$ cat config.mk
export PLATFORM = sky130hd
export DESIGN_NAME = egress_arbiter
export DESIGN_NICKNAME = d
export VERILOG_FILES = /design/src/rtl/egress_arbiter.sv
export SDC_FILE = /design/constraint.sdc
export NUM_CORES = 1
export LEC_CHECK = 0
export CAP_MARGIN = 20
export CELL_PAD_IN_SITES_DETAIL_PLACEMENT = 1
export CELL_PAD_IN_SITES_GLOBAL_PLACEMENT = 2
export CORE_MARGIN = 2
export CORE_UTILIZATION = 25
export CTS_BUF_LIST = sky130_fd_sc_hd__clkbuf_8 sky130_fd_sc_hd__clkbuf_16
export DETAILED_ROUTE_END_ITERATION = 10
export GPL_ROUTABILITY_DRIVEN = 0
export GPL_TIMING_DRIVEN = 0
export PLACE_DENSITY = 0.78
export SYNTH_ARGS = -nofsm -noshare
export SYNTH_HDL_FRONTEND = slang
export SYNTH_SLANG_ARGS = --single-unit
$ cat constraint.sdc
create_clock -name clk -period 2.47 [get_ports clk]
set_clock_uncertainty 0.2 [all_clocks]
set_input_delay 0.494 -clock clk [delete_from_list [all_inputs] [get_ports clk]]
set_output_delay 0.494 -clock clk [all_outputs]
set_load 0.02 [all_outputs]
$ cat src/rtl/egress_arbiter.sv
// egress_arbiter: round-robin, frame-locked arbiter that merges four filter
// streams destined for one egress port into a single registered AXI-Stream output.
module egress_arbiter #(
    parameter int unsigned OUT_PORT   = 0,
    parameter int unsigned DATA_WIDTH = 16
) (
    input  logic                  clk,
    input  logic                  reset,
    input  logic                  en,
    input  logic [DATA_WIDTH-1:0] in_tdata  [4],
    input  logic [3:0]            in_tvalid,
    input  logic [3:0]            in_tlast,
    input  logic [1:0]            in_tdest  [4],
    output logic [3:0]            in_tready,
    output logic [DATA_WIDTH-1:0] out_tdata,
    output logic                  out_tvalid,
    output logic                  out_tlast,
    output logic [1:0]            out_tsrc,
    input  logic                  out_tready,
    output logic [31:0]           frames_out
);

    localparam logic [1:0] OUT_SEL = OUT_PORT[1:0];

    typedef enum logic {IDLE, LOCKED} state_t;

    state_t                state_reg, state_next;
    logic [1:0]            grant_reg, grant_next;
    logic [1:0]            g_last_reg, g_last_next;
    logic [DATA_WIDTH-1:0] out_tdata_reg;
    logic                  out_tvalid_reg;
    logic                  out_tlast_reg;
    logic [1:0]            out_tsrc_reg;
    logic [31:0]           frames_reg;

    logic [3:0]            req;
    logic [1:0]            pick;
    logic                  found;
    logic                  slice_free;
    logic                  accept;

    // The output slice can take a beat when it is empty or draining this cycle.
    assign slice_free = !out_tvalid_reg || out_tready;

    // tdest only matters at arbitration; once locked, beats follow tvalid alone.
    assign accept = (state_reg == LOCKED) && in_tvalid[grant_reg] && slice_free;

    genvar gi;
    generate
        for (gi = 0; gi < 4; gi++) begin : g_port
            assign req[gi]       = in_tvalid[gi] && (in_tdest[gi] == OUT_SEL);
            assign in_tready[gi] = (state_reg == LOCKED) && (grant_reg == 2'(gi)) && slice_free;
        end
    endgenerate

    // Round-robin pick: first requester after the last granted input, wrapping mod 4.
    always_comb begin
        logic [1:0] cand;
        pick  = g_last_reg + 2'd1;
        found = 1'b0;
        cand  = 2'd0;
        for (int k = 1; k <= 4; k++) begin
            cand = g_last_reg + 2'(k);
            if (!found && req[cand]) begin
                pick  = cand;
                found = 1'b1;
            end
        end
    end

    // Next-state logic: grant from IDLE, release after the accepted tlast beat.
    always_comb begin
        state_next  = state_reg;
        grant_next  = grant_reg;
        g_last_next = g_last_reg;
        case (state_reg)
            IDLE: begin
                if (en && found) begin
                    state_next = LOCKED;
                    grant_next = pick;
                end
            end
            LOCKED: begin
                if (accept && in_tlast[grant_reg]) begin
                    state_next  = IDLE;
                    g_last_next = grant_reg;
                end
            end
            default: state_next = IDLE;
        endcase
    end

    // Arbitration state; g_last resets to 3 so input 0 has first priority.
    always_ff @(posedge clk or posedge reset) begin
        if (reset) begin
            state_reg  <= IDLE;
            grant_reg  <= 2'd0;
            g_last_reg <= 2'd3;
        end else begin
            state_reg  <= state_next;
            grant_reg  <= grant_next;
            g_last_reg <= g_last_next;
        end
    end

    // Registered output slice: load on accept, otherwise drain on out_tready.
    always_ff @(posedge clk or posedge reset) begin
        if (reset) begin
            out_tdata_reg  <= '0;
            out_tvalid_reg <= 1'b0;
            out_tlast_reg  <= 1'b0;
            out_tsrc_reg   <= 2'd0;
        end else if (accept) begin
            out_tdata_reg  <= in_tdata[grant_reg];
            out_tvalid_reg <= 1'b1;
            out_tlast_reg  <= in_tlast[grant_reg];
            out_tsrc_reg   <= grant_reg;
        end else if (out_tready) begin
            out_tvalid_reg <= 1'b0;
        end
    end

    // Count frames as their last beat leaves the slice; wraps naturally at 2^32.
    always_ff @(posedge clk or posedge reset) begin
        if (reset) begin
            frames_reg <= 32'd0;
        end else if (out_tvalid_reg && out_tready && out_tlast_reg) begin
            frames_reg <= frames_reg + 32'd1;
        end
    end

    assign out_tdata  = out_tdata_reg;
    assign out_tvalid = out_tvalid_reg;
    assign out_tlast  = out_tlast_reg;
    assign out_tsrc   = out_tsrc_reg;
    assign frames_out = frames_reg;

endmodule

Word-level counts from Yosys, hierarchy flattened
Cells that the tools add are included.

Equal/unequal tests: 3. $add $sub $neg: 4. Divide/modulo/power cells: 0. Order comparisons: 6. Shift-type cells: 0. Bitwise logic cells: 2. Multiply operators: 0. Muxes and demuxes: 27. Reduce and logical (&&, ||, !) cells: 34.

Operator list (number): 32-bit by 1-bit adder with 32-bit output, second input constant (1); 16-bit binary-select mux with 2-bit select (1); 16-bit two-way mux (2); 1-bit logical AND (21); 2-bit by 3-bit < comparator with 1-bit output, second input constant (5); 1-bit two-way mux (14); 1-bit binary-select mux with 2-bit select (6); 2-bit logical NOT (5); 2-bit two-way mux (3); 2-bit adder, second input constant (2); 2-bit equality test, second input constant (2); 1-bit logical NOT (4); 2-bit AND reduction (2); 3-bit >= comparator, second input constant (1); 2-bit NOT with 3-bit output (1); 2-bit by 1-bit adder with 2-bit output, second input constant (1); 2-bit by 1-bit equality test with 1-bit output, second input constant (1); 1-bit case mux with 2 select lines (1); 2-bit nonzero test (1); 1-bit logical OR (1); 1-bit NOT (1).

Input port bits: 84. Memories kept: 0. Logic and storage cells: 84. Register bits after elaboration: 57. Bits in latches: 0. Bits in writable memories: 0. Output and inout bits: 56. ROM bits: 0.

Depth between registers and ports, before layout
Depth after elaboration: 17. Depth in mapped cells: 6.

Worst setup path before layout
Ideal clock, no wire load.

Kind: in2reg. Start: input port in_tdest[1] (netlist bit). End: register grant_reg[1]. Slack: 0.391 ns. Stages: 5. Arrival: 1.750 ns. Cell sequence: or3b_2 clkbuf_1 a41oi_1 nor3b_1 a211oi_1.

Cells in the longest elaborated chain, start to end: 16. Elaborated cells on any way between the ends: 25. Those cells by class: mux: 15; reduce/logical: 10.

Ends and longest elaborated chain: from (decl) (RTL line 13) `input logic [1:0] in_tdest [4],`; 2-bit logical NOT * (RTL line 51) `assign req[gi] = in_tvalid[gi] && (in_tdest[gi] == OUT_SEL);`; 1-bit logical AND * (RTL line 51); 1-bit binary-select mux with 2-bit select (RTL line 64) `if (!found && req[cand]) begin`; 1-bit two-way mux (implied by the code) (RTL line 64); 1-bit two-way mux (RTL line 64); 1-bit logical NOT (RTL line 64); 1-bit logical AND (RTL line 64); 1-bit two-way mux (RTL line 64); 1-bit logical NOT (RTL line 64); 1-bit logical AND (RTL line 64); 1-bit two-way mux (RTL line 64); 1-bit logical NOT (RTL line 64); 1-bit logical AND (RTL line 64); 1-bit two-way mux (RTL line 64); 1-bit logical AND (RTL line 78) `if (en && found) begin`; 2-bit AND reduction (no source line); to (signal assigned) (RTL line 101) `grant_reg <= grant_next;`; to (decl) (RTL line 28) `logic [1:0] grant_reg, grant_next;`.

Every way passes the cells marked *; elsewhere a longest branch is shown, timed or not. The select of a mux whose other input is x is not followed. A chain may end at the register's enable or synchronous reset.

Final worst setup path
Start: input port out_tready. End: output port in_tready[0].

Cells in the longest elaborated chain, start to end: 2.

Ends and longest elaborated chain: from (decl) (RTL line 19) `input logic out_tready,`; 1-bit logical OR (RTL line 43) `assign slice_free = !out_tvalid_reg || out_tready;`; 1-bit logical AND (RTL line 52) `assign in_tready[gi] = (state_reg == LOCKED) && (grant_reg == 2'(gi)) && slice_free;`; to (decl) (RTL line 14) `output logic [3:0] in_tready,`.

Every way passes these cells.

==> impl_results.md <==
* Seq/Total Area, Yosys at a little under half
* EDFF count, synth at 0
* Worst-margin pin slew at 0.729 ns
* Total CTS buffers at 9
* Routed WL at 9280 um
* Achievable clock frequency at between 400 and 500 MHz
* Total number of vias at 2596
* Max reg flops at 32
* CP Launch Type: primary input
* Launch point of the worst path: out_tready
* Synthesized Nets at 328
* Placed Cells at 530
* Synthesized area per cell at 12.5 sq um
* GRT Residual Overflow at 0
* Largest net degree at the start of global routing at 34
* Leak pwr at about 2 nW
* Row count at 40
* Mapped Cells at approximately 240
* Peak VDD IR at between 0.0004 and 0.0005 V
* HP Class: reg2reg
* Hold_sp: frames_out[31]
* First-pass GRT wire length at 14800 um
* Fraction of layout cells with a size suffix above 1 at 20.4%
* Nets at 479
* Reg clk slew, reported paths at 0.05 ns
* Clock Latency Late Sink at roughly 0.32 ns
* Root buffer cell: clkbuf_16
* Endpoints failing setup at 0
* Period utilization at 97.6%
* Critical path fanouts, max at 5
* FF+latch count, synth at 57
* Final worst slack at between 0.05 and 0.06 ns
* Hold WS at 0.272 ns
* Die Span Y at approximately 110 um
* Unrepaired setup endpoints after global routing: no
* CTS tree: done
* Slew HR at 51.3%
* WL met3 at 656 um
* Drt via density at 4.76
* Layout Cells excl Fill at between 500 and 600
* Status: finished clean
* Total track usage at 14.8%
* Max cap viols at 0
* Die X at 114 um
* DRT antenna net count at 0
* # Post-CTS Setup Buffers at 0
* Starting Density at about 25%
* Main synth FF type: dfrtp_1
* Post-synthesis instance area at 0.00305 sq mm
* Path type of the worst setup path: in2out
* Worst-case clock buffer depth at 2
* Place WS at -0.581 ns
* Worst Setup End Kind: output pin
* IO Port Bufs at 139
* Average wire per standard cell at 17.0 um
* Power Dens Cells at between 900 and 1000 mW/mm^2
* Area Overhead vs Synth at 62.9%
* Met2 wire length at 4910 um
* Vias in the first global route at 2900
* DPL Wire Length at 7300 um
* Core area at 0.0120 sq mm
* Count of cell types in the netlist at 46
* Metal-1 WL at 3610 um
* Residual DRC at 0
* DIE AREA at around 0.013 sq mm
* TritonCTS Sinks at between 50 and 60
* IO Pins at 140
* Fin. Hold Viols at 0
* Post-synth ARST share at 100%
* Synth warnings at 0
* Most frequent cells in the layout: 135 x clkdlybuf4s50_1, 55 x dfrtp_1, 23 x xnor2_1, 21 x mux2_2, 18 x mux4_2
* Crit Reg-Reg Startpoint: grant_reg[1]
* Filler Cells Inserted at 1293
* DR pass1 iterations at 4
* Starting DRC count in detailed routing at 48
* H-tree levels at 3
* Max Used Layer: met4
* Max-slew violation count at 0
* WP data arrival at about 1.7 ns
* ANT cells at 0
* Most common cell after layout, fill and taps aside: clkdlybuf4s50_1
* Worst Path Required at about 1.8 ns
* Final min period at approximately 2.4 ns
* Initial antenna violation count at 0
## critical path, cell delays in order
cell and delay (ns):
clkdlybuf4s50_1 0.52, nand2b_4 0.16, and2_4 0.18, nor3b_1 0.16
buf_2 0.19
## layout make-up
type,count,area (sq um),share of cell area (%)
inverters,6,22.5,0.453
well taps,147,184,3.70
plain buffers,10,48.8,0.982
multi-input cells,170,1580,31.8
clock buffers,10,239,4.81
flip-flops and latches,57,1430,28.8
clock inverters,5,72.6,1.46
repair buffers,140,1390,28.0
## Yosys cell counts, drive strengths merged, types with 5 or more instances
cell type  instances  area share (%)
nor2              13             1.6
mux2              21             7.8
buf                7             1.1
mux4              18              13
xor2               8             2.3
inv                6            0.74
dfrtp             55              45
nor3               5            0.82
nand4             18             4.2
xnor2             23             6.6
nand2             12             1.5
nand3              8             1.5
## power by group
part / total (mW) / internal (mW) / switching [mW]
combinational: 2.00 / 1.09 / 0.913
clock: 1.30 / 0.894 / 0.406
sequential: 1.39 / 1.20 / 0.198
## final timing paths
check | slack, ns | to | cells after the start
max | 0.06 | in_tready[0] | 5
min | 0.27 | frames_out[31] | 1
max reg2reg | 0.21 | out_tdata[3] | 5
min reg2reg | 0.27 | frames_out[31] | 1
max in group asynchronous | 1.14 | out_tvalid | 3
min in group asynchronous | 0.36 | out_tdata[7] | 2
## cell families (layout without fill, tap and decap cells)
logic type | Yosys count | in the layout | synth area share [%]
AOI/OAI and AO/OA | 14 | 14 | 3.24
xor gates and xnor gates | 31 | 31 | 8.90
adders and majority gates | 1 | 1 | 0.410
buffers and inverters | 16 | 171 | 2.26
DFF | 57 | 57 | 46.9
muxes | 39 | 39 | 21.1
and+or+nand+nor | 85 | 85 | 17.3
## timing repair
action | CTS | global route
hold buffers | 0 | 0
setup endpoints to repair | 9 | 3
gates resized for setup | 23 | 2
## through the flow
step / utilization [%] / TNS (ns) / cell area, sq um / power (mW)
floorplan: - / 0 / 3050 / 2.57
global placement: 38.7 / -48.51 / 4620 / 3.40
detailed placement: 38.8 / -6.35 / 4640 / 3.45
CTS: 41.4 / 0 / 4950 / 4.77
global route: 41.5 / 0 / 4970 / 4.98
finish: 41.5 / 0 / 4970 / 4.69
## metal layers
layer  up-vias  track usage, %
li1       1204               -
met1      1284            16.7
met2        99            26.4
met3         9            4.66
met4         0            4.63
met5         -               0
No activity file was read; power rests on OpenSTA's default activity.
